File: src/rtl/mdio_pkg.sv
// Shared field widths, frame codes and FSM state type for the MDIO PHY-side target.
package mdio_pkg;

   localparam int unsigned PHYAD_W    = 5;
   localparam int unsigned REGAD_W    = 5;
   localparam int unsigned DATA_W     = 16;
   localparam int unsigned FRAME_BITS = 32;

   localparam logic [1:0] ST_CODE  = 2'b01;
   localparam logic [1:0] OP_WRITE = 2'b01;
   localparam logic [1:0] OP_READ  = 2'b10;

   typedef enum logic [3:0] {
      StIdle,
      StSt,
      StOp,
      StPhyad,
      StRegad,
      StTa,
      StWdata,
      StRdata,
      StSkip
   } mdio_state_e;

endpackage

File: src/rtl/mdio_edge_det.sv
// MDC rising-edge detector plus a register holding the bit sampled on the previous MDC edge.
module mdio_edge_det (
   input  logic clk_i,
   input  logic rst_ni,
   input  logic mdc_i,
   input  logic mdio_i,
   output logic rise_o,
   output logic prev_bit_o
);

   logic mdc_q;
   logic bit_q;

   assign rise_o     = mdc_i & ~mdc_q;
   assign prev_bit_o = bit_q;

   always_ff @(posedge clk_i or negedge rst_ni) begin
      if (!rst_ni) begin
         mdc_q <= 1'b0;
         bit_q <= 1'b0;
      end else begin
         mdc_q <= mdc_i;
         if (rise_o) begin
            bit_q <= mdio_i;
         end
      end
   end

endmodule

File: src/rtl/mdio_phy_target.sv
// MDIO (clause 22, no preamble) PHY-side target: decodes 32-bit frames into register
// write/read strobes and serialises read data back to the master.
module mdio_phy_target
   import mdio_pkg::*;
#(
   parameter logic [PHYAD_W-1:0] PHY_ADDR = 5'd1
) (
   input  logic               CLK,
   input  logic               RESET,
   input  logic               MDC,
   input  logic               MDIO_OE,
   input  logic               MDIO_OUT,
   output logic               MDIO_IN,
   output logic               MDIO_IN_OE,
   output logic [REGAD_W-1:0] REG_ADDR,
   output logic [DATA_W-1:0]  WR_DATA,
   output logic               WR_STB,
   output logic               RD_STB,
   input  logic [DATA_W-1:0]  RD_DATA,
   output logic               FRAME_ERR
);

   logic              mdc_rise;
   logic              prev_bit;
   logic              oe_checked;
   logic [1:0]        pair;
   mdio_state_e       state_q;
   logic [3:0]        cnt_q;
   logic [4:0]        pos_q;
   logic [DATA_W-1:0] sh_q;
   logic              is_read_q;

   mdio_edge_det u_edge_det (
      .clk_i      (CLK),
      .rst_ni     (RESET),
      .mdc_i      (MDC),
      .mdio_i     (MDIO_OUT),
      .rise_o     (mdc_rise),
      .prev_bit_o (prev_bit)
   );

   assign pair = {prev_bit, MDIO_OUT};
   // The master must hold the line through the header and write data; TA, SKIP and RDATA don't care.
   assign oe_checked = state_q inside {StSt, StOp, StPhyad, StRegad, StWdata};

   always_ff @(posedge CLK or negedge RESET) begin
      if (!RESET) begin
         state_q    <= StIdle;
         cnt_q      <= 4'd0;
         pos_q      <= 5'd0;
         sh_q       <= '0;
         is_read_q  <= 1'b0;
         MDIO_IN    <= 1'b0;
         MDIO_IN_OE <= 1'b0;
         REG_ADDR   <= '0;
         WR_DATA    <= '0;
         WR_STB     <= 1'b0;
         RD_STB     <= 1'b0;
         FRAME_ERR  <= 1'b0;
      end else begin
         WR_STB    <= 1'b0;
         RD_STB    <= 1'b0;
         FRAME_ERR <= 1'b0;
         // MDC edges are at least two CLKs apart, so this never collides with a shift.
         if (RD_STB) begin
            sh_q <= RD_DATA;
         end
         if (mdc_rise) begin
            cnt_q <= cnt_q + 4'd1;
            pos_q <= pos_q + 5'd1;
            if (oe_checked && !MDIO_OE) begin
               FRAME_ERR <= 1'b1;
               state_q   <= StIdle;
            end else begin
               unique case (state_q)
                  StIdle: begin
                     if (MDIO_OE) begin
                        state_q <= StSt;
                        cnt_q   <= 4'd0;
                        pos_q   <= 5'd1;
                     end
                  end
                  StSt: begin
                     cnt_q <= 4'd0;
                     if (pair == ST_CODE) begin
                        state_q <= StOp;
                     end else begin
                        FRAME_ERR <= 1'b1;
                        state_q   <= StIdle;
                     end
                  end
                  StOp: begin
                     if (cnt_q == 4'd1) begin
                        cnt_q     <= 4'd0;
                        is_read_q <= (pair == OP_READ);
                        if (pair == OP_WRITE || pair == OP_READ) begin
                           state_q <= StPhyad;
                        end else begin
                           FRAME_ERR <= 1'b1;
                           state_q   <= StSkip;
                        end
                     end
                  end
                  StPhyad: begin
                     sh_q <= {sh_q[DATA_W-2:0], MDIO_OUT};
                     if (cnt_q == 4'd4) begin
                        cnt_q   <= 4'd0;
                        state_q <= StRegad;
                     end
                  end
                  StRegad: begin
                     sh_q <= {sh_q[DATA_W-2:0], MDIO_OUT};
                     if (cnt_q == 4'd4) begin
                        cnt_q <= 4'd0;
                        // sh_q[8:4] holds PHYAD, sh_q[3:0] the first four REGAD bits.
                        if (sh_q[8:4] == PHY_ADDR) begin
                           REG_ADDR <= {sh_q[3:0], MDIO_OUT};
                           RD_STB   <= is_read_q;
                           state_q  <= StTa;
                        end else begin
                           state_q <= StSkip;
                        end
                     end
                  end
                  StTa: begin
                     if (cnt_q == 4'd1) begin
                        cnt_q <= 4'd0;
                        if (is_read_q) begin
                           MDIO_IN_OE <= 1'b1;
                           MDIO_IN    <= sh_q[DATA_W-1];
                           state_q    <= StRdata;
                        end else begin
                           state_q <= StWdata;
                        end
                     end
                  end
                  StWdata: begin
                     sh_q <= {sh_q[DATA_W-2:0], MDIO_OUT};
                     if (cnt_q == 4'd15) begin
                        WR_DATA <= {sh_q[DATA_W-2:0], MDIO_OUT};
                        WR_STB  <= 1'b1;
                        state_q <= StIdle;
                     end
                  end
                  StRdata: begin
                     if (cnt_q == 4'd15) begin
                        MDIO_IN_OE <= 1'b0;
                        MDIO_IN    <= 1'b0;
                        state_q    <= StIdle;
                     end else begin
                        MDIO_IN <= sh_q[DATA_W-2];
                        sh_q    <= {sh_q[DATA_W-2:0], 1'b0};
                     end
                  end
                  StSkip: begin
                     if (pos_q == 5'(FRAME_BITS - 1)) begin
                        state_q <= StIdle;
                     end
                  end
                  default: state_q <= StIdle;
               endcase
            end
         end
      end
   end

endmodule

File: config.mk
export PLATFORM = sky130hd
export DESIGN_NAME = mdio_phy_target
export DESIGN_NICKNAME = d
export VERILOG_FILES = /design/src/rtl/mdio_pkg.sv /design/src/rtl/mdio_edge_det.sv /design/src/rtl/mdio_phy_target.sv
export SDC_FILE = /design/constraint.sdc
export NUM_CORES = 1
export LEC_CHECK = 0
export BUFFER_PORTS_ARGS = -buffer_cell sky130_fd_sc_hd__clkbuf_2
export CORE_ASPECT_RATIO = 1.25
export CORE_UTILIZATION = 45
export DETAILED_ROUTE_END_ITERATION = 12
export PLACE_DENSITY_LB_ADDON = 0.15
export SYNTH_ARGS = -nofsm -noshare
export SYNTH_HDL_FRONTEND = slang
export SYNTH_SLANG_ARGS = --single-unit
File: constraint.sdc
create_clock -name CLK -period 3.32 [get_ports CLK]
set_input_delay 0.332 -clock CLK [delete_from_list [all_inputs] [get_ports CLK]]
set_output_delay 0.332 -clock CLK [all_outputs]
set_load 0.02 [all_outputs]
==> flow_metrics.env, run 1 <==
export IMPL_status="complete, no violations"
export IMPL_hold_class="input port to register"
export IMPL_p_int_mw=1.47
export IMPL_yosysUniqueCellTypes=45
export IMPL_period_share=0.705
export IMPL_clock_skew_ns=0.00854
export IMPL_final_common_cell="dfrtp_1"
export IMPL_gr_total_overflow=0
export IMPL_switching_share=0.386
export IMPL_setup_viol=0
export IMPL_crit_path_start_kind="register"
export IMPL_antenna_cells=0
export IMPL_switching_power_mw=0.923
export IMPL_clock_power_share=0.235
export IMPL_rsz0062_at_grt="no"
export IMPL_yosys_most_used_dff="dfrtp_1"
export IMPL_first_global_vias=2045
export IMPL_start_util=0.466
export IMPL_tightest_slew_ns=0.956
export IMPL_synth_edf_count=0
export IMPL_antenna_found_initial=0
export IMPL_die_area_um2=6760
export IMPL_wl_per_cell_um=14.8
export IMPL_utilization=0.540
export IMPL_report_final_slew_viol_count=0
export IMPL_die_height_um=91.7
export IMPL_die_w_um=73.7
export IMPL_p_comb_frac=0.293
export IMPL_slew_limit_headroom=0.363
export IMPL_root_buffer="clkbuf_8"
export IMPL_fmax_mhz=427
export IMPL_tns_ns=0
export IMPL_place_ws_ns=1.01
export IMPL_nets=345
export IMPL_cp_end_kind="register"
export IMPL_gp_congestion=0.867
export IMPL_cts_repair_resized=0
export IMPL_areaGrowthSynthToFinish_pct=15.7
export IMPL_hold_buffers=0
export IMPL_routed_wl_mm=6.01
export IMPL_cap_viol_max_count=0
export IMPL_dp_cells=391
export IMPL_hold_viol_final=0
export IMPL_postCtsSetupBuffers=0
export IMPL_clk_latency_ns=0.33
export IMPL_routed_via_density=5.44
export IMPL_final_cells=407
export IMPL_synth_cells=272
export IMPL_hold_slack_ns=0.129
export IMPL_pwr_share_seq=0.472
export IMPL_grt_max_degree=40
export IMPL_pin_count=47
export IMPL_dp_hpwl_mm=4.19
export IMPL_critical_path_class="register to register"
export IMPL_p_leak_nw=1.58
export IMPL_cts_sink_count=58
export IMPL_drive_above_1_share=0.286
export IMPL_power_density_nw_per_um2=714
export IMPL_vdd_drop_max_v=0.000456
export IMPL_grt_pass1_wl_mm=9.79
export IMPL_p_total_mw=2.39
export IMPL_drt_initial_drc_count=114
export IMPL_synth_nets=300
export IMPL_coreArea_um2=6210
export IMPL_cts_made_buffers=9
export IMPL_setup_ws_ns=0.980
export IMPL_cts_tree="done"
export IMPL_fin_area_um2=3350
export IMPL_drtPass1Iterations=4
export IMPL_track_usage=0.195
export IMPL_clockBufferDepth=2
export IMPL_vias=2214
export IMPL_drtAntennaViolNets=0
export IMPL_cp_arrival_ns=2.59
export IMPL_yosysSeqAreaShare=0.502
export IMPL_cp_max_fo=31
export IMPL_async_flop_share=1.00
export IMPL_nFillCells=597
export IMPL_drc_errors=0
export IMPL_final_cell_mix="dfrtp_1, clkbuf_2, nor2_1, mux2_2, a21oi_1"
export IMPL_ys_ff_latch=58
export IMPL_post_dp_cell_area_um2=3180
export IMPL_clkTransAtPathRegs_ns=0.07
export IMPL_syn_area_per_cell_um2=10.6
export IMPL_floorplan_rows=32
export IMPL_period_needed_ns=2.34
export IMPL_crit_required_ns=3.57
export IMPL_portBuffers=46
export IMPL_htree_levels=3
export IMPL_yosysWarnings=0
export IMPL_syn_area_um2=2890
kinds of logic (layout without fill, tap and decap cells):
logic type	count (synthesis)	count (layout)	share of synthesized area
simple gates	83	83	0.150
compound gates	60	60	0.131
flops	58	58	0.502
mux	41	41	0.152
buf+inv	23	73	0.0354
fa+ha+maj	7	7	0.0303
cells in the mapped netlist (4+ instances only):
library cell   n  area share
nand2_1       16       0.021
nand3_1        7       0.012
nand4_1        4      0.0086
nor2_1        29       0.038
o22ai_1        4      0.0086
and3_1         4      0.0086
mux2i_1       18       0.062
ha_1           7       0.030
mux2_2        23       0.089
buf_2          7       0.012
a21oi_1       21       0.036
inv_1          9       0.012
dfrtp_1       58        0.50
nand2b_1       4      0.0086
clkbuf_1       6      0.0078
o21ai_0       16       0.028
registers in the layout, indices dropped and copies added (netlist names):
signal	count
u_edge_det.mdc_q	1
WR_DATA	16
pos_q	5
REG_ADDR	5
cnt_q	4
is_read_q	1
state_q	4
WR_STB	1
RD_STB	1
u_edge_det.prev_bit_o	1
MDIO_IN_OE	1
FRAME_ERR	1
MDIO_IN	1
sh_q	16
power groups by stage:
stage	Combinational [mW]	Clock (mW)	Sequential (mW)
after global placement	0.693	0	1.14
after detailed placement	0.699	0	1.14
after CTS	0.706	0.584	1.13
final	0.701	0.562	1.13
after global routing	0.792	0.615	1.16
after floorplan	0.601	0	1.04
layout make-up:
cell class	instances	area [um2]	share of cell area
Clock buffer	11	141	0.0422
Timing Repair Buffer	48	245	0.0732
Clock inverter	5	30.0	0.00897
Inverter	9	33.8	0.0101
Sequential cell	58	1450	0.433
Tap cell	85	106	0.0318
Multi-Input combinational cell	191	1340	0.400
metal layers:
| layer | up-vias | wire length, um | GRT usage |
|---|---|---|---|
| met4 | 0 | 67 | 0.0801 |
| met1 | 1081 | 2610 | 0.240 |
| met3 | 6 | 277 | 0.0637 |
| met5 | - | 0 | 0 |
| met2 | 60 | 3050 | 0.310 |
| li1 | 1067 | - | - |
worst paths after layout:
check,slack [ns],end,cells past startpoint,start
worst max-delay path,0.98,sh_q[1],5,state_q[2]
worst min-delay path,0.13,u_edge_det.mdc_q,1,MDC
worst max register to register,0.98,sh_q[1],5,state_q[2]
worst min register to register,0.48,pos_q[3],1,pos_q[3]
max in group asynchronous,2.36,cnt_q[2],2,RESET
min in group asynchronous,0.14,REG_ADDR[3],1,RESET
critical path: stages (launching register included):
cell	delay, ns
dfrtp_1	0.59
a21o_2	0.35
o31ai_4	0.28
or3_1	0.78
nor2_1	0.09
a21oi_1	0.15
Note: power is estimated with default switching activity, not from simulation.
==> run 2: changes to the inputs <==
clock period = 2.3 ns   (was 3.32 ns; I/O delays follow)
==> run 2 against run 1 <==
Combinational power up 61%. Critical path depth unchanged. Count of clock-buffer cells in the layout unchanged. Non-clock buffer count up 11. Die area unchanged. Via count up 0.72%. Register-to-register slack worse by 0.73 ns. Critical endpoint is now WR_DATA[4]. Largest cell class unchanged. Largest power group unchanged.
==> flow_metrics.env, run 2 (synthesis results as in run 1) <==
export IMPL_p_leak_nw=1.67
export IMPL_cap_viol_max_count=0
export IMPL_tns_ns=0
export IMPL_track_usage=0.209
export IMPL_dp_hpwl_mm=4.42
export IMPL_clockBufferDepth=2
export IMPL_drt_initial_drc_count=92
export IMPL_start_util=0.466
export IMPL_cts_sink_count=58
export IMPL_drc_errors=0
export IMPL_nFillCells=586
export IMPL_setup_ws_ns=0.253
export IMPL_fmax_mhz=488
export IMPL_pin_count=47
export IMPL_die_area_um2=6760
export IMPL_period_share=0.890
export IMPL_cts_repair_resized=0
export IMPL_grt_max_degree=59
export IMPL_routed_via_density=5.33
export IMPL_die_w_um=73.7
export IMPL_pwr_share_seq=0.439
export IMPL_final_cells=418
export IMPL_drive_above_1_share=0.306
export IMPL_areaGrowthSynthToFinish_pct=20.8
export IMPL_holdPathStages=1
export IMPL_final_cell_mix="dfrtp_1, clkbuf_2, nor2_1, mux2_2, a21oi_1"
export IMPL_grt_pass1_wl_mm=10.5
export IMPL_hold_class="input port to register"
export IMPL_switching_share=0.373
export IMPL_period_needed_ns=2.05
export IMPL_cp_max_fo=17
export IMPL_cp_arrival_ns=2.27
export IMPL_setup_viol=0
export IMPL_rr_worst_depth=5
export IMPL_crit_path_top_delay_cell="dfrtp_1"
export IMPL_wl_per_cell_um=15.0
export IMPL_final_common_cell="dfrtp_1"
export IMPL_clk_latency_ns=0.34
export IMPL_gp_congestion=0.971
export IMPL_vdd_drop_max_v=0.000563
export IMPL_portBuffers=46
export IMPL_p_int_mw=2.29
export IMPL_tightest_slew_ns=0.587
export IMPL_clock_power_share=0.253
export IMPL_hold_viol_final=0
export IMPL_antenna_found_initial=0
export IMPL_hold_slack_ns=0.0207
export IMPL_root_buffer="clkbuf_8"
export IMPL_switching_power_mw=1.36
export IMPL_antenna_cells=0
export IMPL_crit_cells=5
export IMPL_status="complete, no violations"
export IMPL_rsz0062_at_grt="no"
export IMPL_vias=2230
export IMPL_power_density_nw_per_um2=1050
export IMPL_dp_cells=401
export IMPL_cp_top_family="flip-flops"
export IMPL_nets=356
export IMPL_crit_chain="a21o_2, o31ai_4, nor4_4, buf_12, mux2_2"
export IMPL_first_global_vias=2188
export IMPL_drtAntennaViolNets=0
export IMPL_clkTransAtPathRegs_ns=0.06
export IMPL_reg_top3="WR_DATA (16), sh_q (16)"
export IMPL_report_final_slew_viol_count=0
export IMPL_cts_made_buffers=9
export IMPL_routed_wl_mm=6.28
export IMPL_fin_area_um2=3490
export IMPL_crit_required_ns=2.52
export IMPL_floorplan_rows=32
export IMPL_critical_path_class="register to register"
export IMPL_clock_skew_ns=0.00815
export IMPL_p_comb_frac=0.308
export IMPL_cp_end_kind="register"
export IMPL_post_dp_cell_area_um2=3290
export IMPL_drtPass1Iterations=5
export IMPL_die_height_um=91.7
export IMPL_htree_levels=3
export IMPL_gr_total_overflow=0
export IMPL_p_total_mw=3.66
export IMPL_crit_path_start_kind="register"
export IMPL_cpPeakStageDelay_ns=0.65
export IMPL_crit_buf_inv=1
export IMPL_slew_limit_headroom=0.608
export IMPL_utilization=0.563
export IMPL_place_ws_ns=0.260
export IMPL_cts_tree="done"
export IMPL_coreArea_um2=6210
run 2: cell type report:
class,instances,area (um2),area share
inverter,9,33.8,0.00967
clock inverter,5,53.8,0.0154
tap,85,106,0.0304
multi-input combinational,191,1340,0.383
timing repair buffer,59,368,0.105
clock buffer,11,141,0.0405
sequential,58,1450,0.415
run 2: power by group through the flow:
| stage | sequential [mW] | clock (mW) | combinational [mW] |
|---|---|---|---|
| 2_1_floorplan | 1.50 | 0 | 0.867 |
| 3_3_place_gp | 1.61 | 0 | 1.12 |
| 3_5_place_dp | 1.62 | 0 | 1.12 |
| 4_1_cts | 1.60 | 0.953 | 1.13 |
| 5_1_grt | 1.65 | 0.997 | 1.27 |
| 6_report | 1.61 | 0.925 | 1.13 |
run 2: final timing paths:
path / to / from / slack (ns)
max in group asynchronous: cnt_q[2] / RESET / 1.62
max: WR_DATA[4] / state_q[0] / 0.25
min reg2reg: MDIO_IN / MDIO_IN / 0.49
min in group asynchronous: REG_ADDR[3] / RESET / 0.44
min: u_edge_det.mdc_q / MDC / 0.02
max reg2reg: WR_DATA[4] / state_q[0] / 0.25
run 2: layer usage:
layer  track usage  wire, um
met5             0         0
met1         0.240      2700
met2         0.342      3100
met4         0.125       211
met3        0.0538       273
run 2: what timing repair did:
item                                   4_1_cts  5_1_grt
setup buffers                                0        0
hold buffers                                 1        0
endpoints found under the hold margin       58        0
==> run 3: changes to the inputs <==
clock period = 2.1 ns   (was 2.3 ns; I/O delays follow)
==> run 3 against run 2 <==
Critical path depth is the same. Global-route usage shrank 1.2 points. Core utilization shrank 0.18 points. Setup slack lost 0.088 ns. Total power grew 6.2%. Critical path type unchanged. Count of clock-buffer cells in the layout grew 2. Cell area shrank 0.32%. First-iteration DRC count grew 65%. Final cell count grew 0.96%. Clock skew grew 0.00063 ns. Combinational power grew 13%. Die area is the same.
==> flow_metrics.env, run 3 (synthesis results as in run 1) <==
export IMPL_hold_slack_ns=0.180
export IMPL_coreArea_um2=6210
export IMPL_track_usage=0.197
export IMPL_crit_path_start_kind="register"
export IMPL_antenna_cells=0
export IMPL_fmax_mhz=517
export IMPL_p_total_mw=3.88
export IMPL_root_buffer="clkbuf_8"
export IMPL_routed_wl_mm=6.10
export IMPL_reg_top3="WR_DATA (16), sh_q (16)"
export IMPL_drt_initial_drc_count=152
export IMPL_setup_viol=0
export IMPL_postCtsSetupBuffers=0
export IMPL_grt_max_degree=59
export IMPL_hold_viol_final=0
export IMPL_switching_power_mw=1.47
export IMPL_floorplan_rows=32
export IMPL_setup_ws_ns=0.164
export IMPL_die_area_um2=6760
export IMPL_clockBufferDepth=2
export IMPL_period_needed_ns=1.94
export IMPL_start_util=0.466
export IMPL_final_cells=422
export IMPL_cts_tree="done"
export IMPL_final_common_cell="dfrtp_1"
export IMPL_drtAntennaViolNets=0
export IMPL_cap_viol_max_count=0
export IMPL_clock_skew_ns=0.00878
export IMPL_p_int_mw=2.41
export IMPL_cts_made_buffers=9
export IMPL_vias=2293
export IMPL_cts_sink_count=58
export IMPL_pin_count=47
export IMPL_clkTransAtPathRegs_ns=0.07
export IMPL_pwr_share_seq=0.445
export IMPL_grt_pass1_wl_mm=10.0
export IMPL_vdd_drop_max_v=0.000665
export IMPL_critical_path_class="register to register"
export IMPL_cp_end_kind="register"
export IMPL_report_final_slew_viol_count=0
export IMPL_wl_per_cell_um=14.5
export IMPL_status="complete, no violations"
export IMPL_drc_errors=0
export IMPL_cp_max_fo=17
export IMPL_final_cell_mix="dfrtp_1, clkbuf_2, nor2_1, mux2_2, a21oi_1"
export IMPL_areaGrowthSynthToFinish_pct=20.4
export IMPL_antenna_found_initial=0
export IMPL_die_height_um=91.7
export IMPL_routed_via_density=5.43
export IMPL_cp_arrival_ns=2.15
export IMPL_drtPass1Iterations=4
export IMPL_p_comb_frac=0.330
export IMPL_portBuffers=46
export IMPL_place_ws_ns=0.169
export IMPL_dp_cells=404
export IMPL_tightest_slew_ns=0.446
export IMPL_clk_latency_ns=0.34
export IMPL_drive_above_1_share=0.306
export IMPL_gr_total_overflow=0
export IMPL_dp_hpwl_mm=4.32
export IMPL_die_w_um=73.7
export IMPL_rsz0062_at_grt="no"
export IMPL_p_leak_nw=1.66
export IMPL_power_density_nw_per_um2=1110
export IMPL_gp_congestion=0.993
export IMPL_tns_ns=0
export IMPL_switching_share=0.379
export IMPL_slew_limit_headroom=0.703
export IMPL_htree_levels=3
export IMPL_nets=360
export IMPL_clock_power_share=0.224
export IMPL_crit_required_ns=2.32
export IMPL_period_share=0.922
export IMPL_first_global_vias=2172
export IMPL_hold_class="input port to register"
==> run 3: changes by cell type in the layout (fill, tap and decap cells not counted) <==
cell and change:
buf_4 +4, clkbuf_1 +2, buf_12 -1, bufinv_16 -1, clkinv_4 -1, dlygate4sd3_1 +1
==> run 3: layout make-up <==
type                            count  area (um2)
Timing Repair Buffer               63         388
Clock buffer                       13         149
Multi-Input combinational cell    191        1340
Tap cell                           85         106
Fill cell                         547        2720
Clock inverter                      3        15.0
Inverter                            9        33.8
Sequential cell                    58        1450
==> run 3: metal layers <==
metal / share of wire / GRT usage
met1: 0.45 / 0.239
met2: 0.47 / 0.318
met3: 0.053 / 0.0462
met4: 0.030 / 0.107
met5: 0 / 0
==> run 3: worst paths after layout <==
| kind | from | to | slack, ns | cells after the start |
|---|---|---|---|---|
| worst min register to register | pos_q[3] | pos_q[3] | 0.49 | 1 |
| min in group asynchronous | RESET | sh_q[1] | 0.41 | 3 |
| worst max register to register | state_q[0] | WR_DATA[7] | 0.16 | 5 |
| worst min-delay path | RD_DATA[3] | sh_q[3] | 0.18 | 3 |
| max in group asynchronous | RESET | state_q[2] | 1.43 | 3 |
| worst max-delay path | state_q[0] | WR_DATA[7] | 0.16 | 5 |
==> run 3: worst max-delay path, stage by stage, from the launching register on <==
cell and delay (ns):
dfrtp_1 0.49, nor3_4 0.31, o31ai_4 0.13, nor4_4 0.34
buf_12 0.20, mux2_2 0.34
==> run 3: through the flow <==
step / cell area (um2) / util
finish: 3480 / 0.561
global route: 3480 / 0.561
CTS: 3480 / 0.561
detailed placement: 3300 / 0.532
global placement: 3300 / 0.532
floorplan: 2890 / -
==> run 3: what timing repair did <==
action / CTS / global route
endpoints found under the setup margin: 0 / 0
endpoints found under the hold margin: 59 / 0
gates resized for setup: 0 / 0
hold buffers: 2 / 0
==> run 3: power groups by stage <==
stage,Combinational [mW],Clock (mW),Sequential (mW)
after floorplan,0.950,0,1.64
after global placement,1.28,0,1.74
after detailed placement,1.27,0,1.74
after CTS,1.28,0.908,1.73
after global routing,1.43,0.945,1.77
final,1.28,0.871,1.73
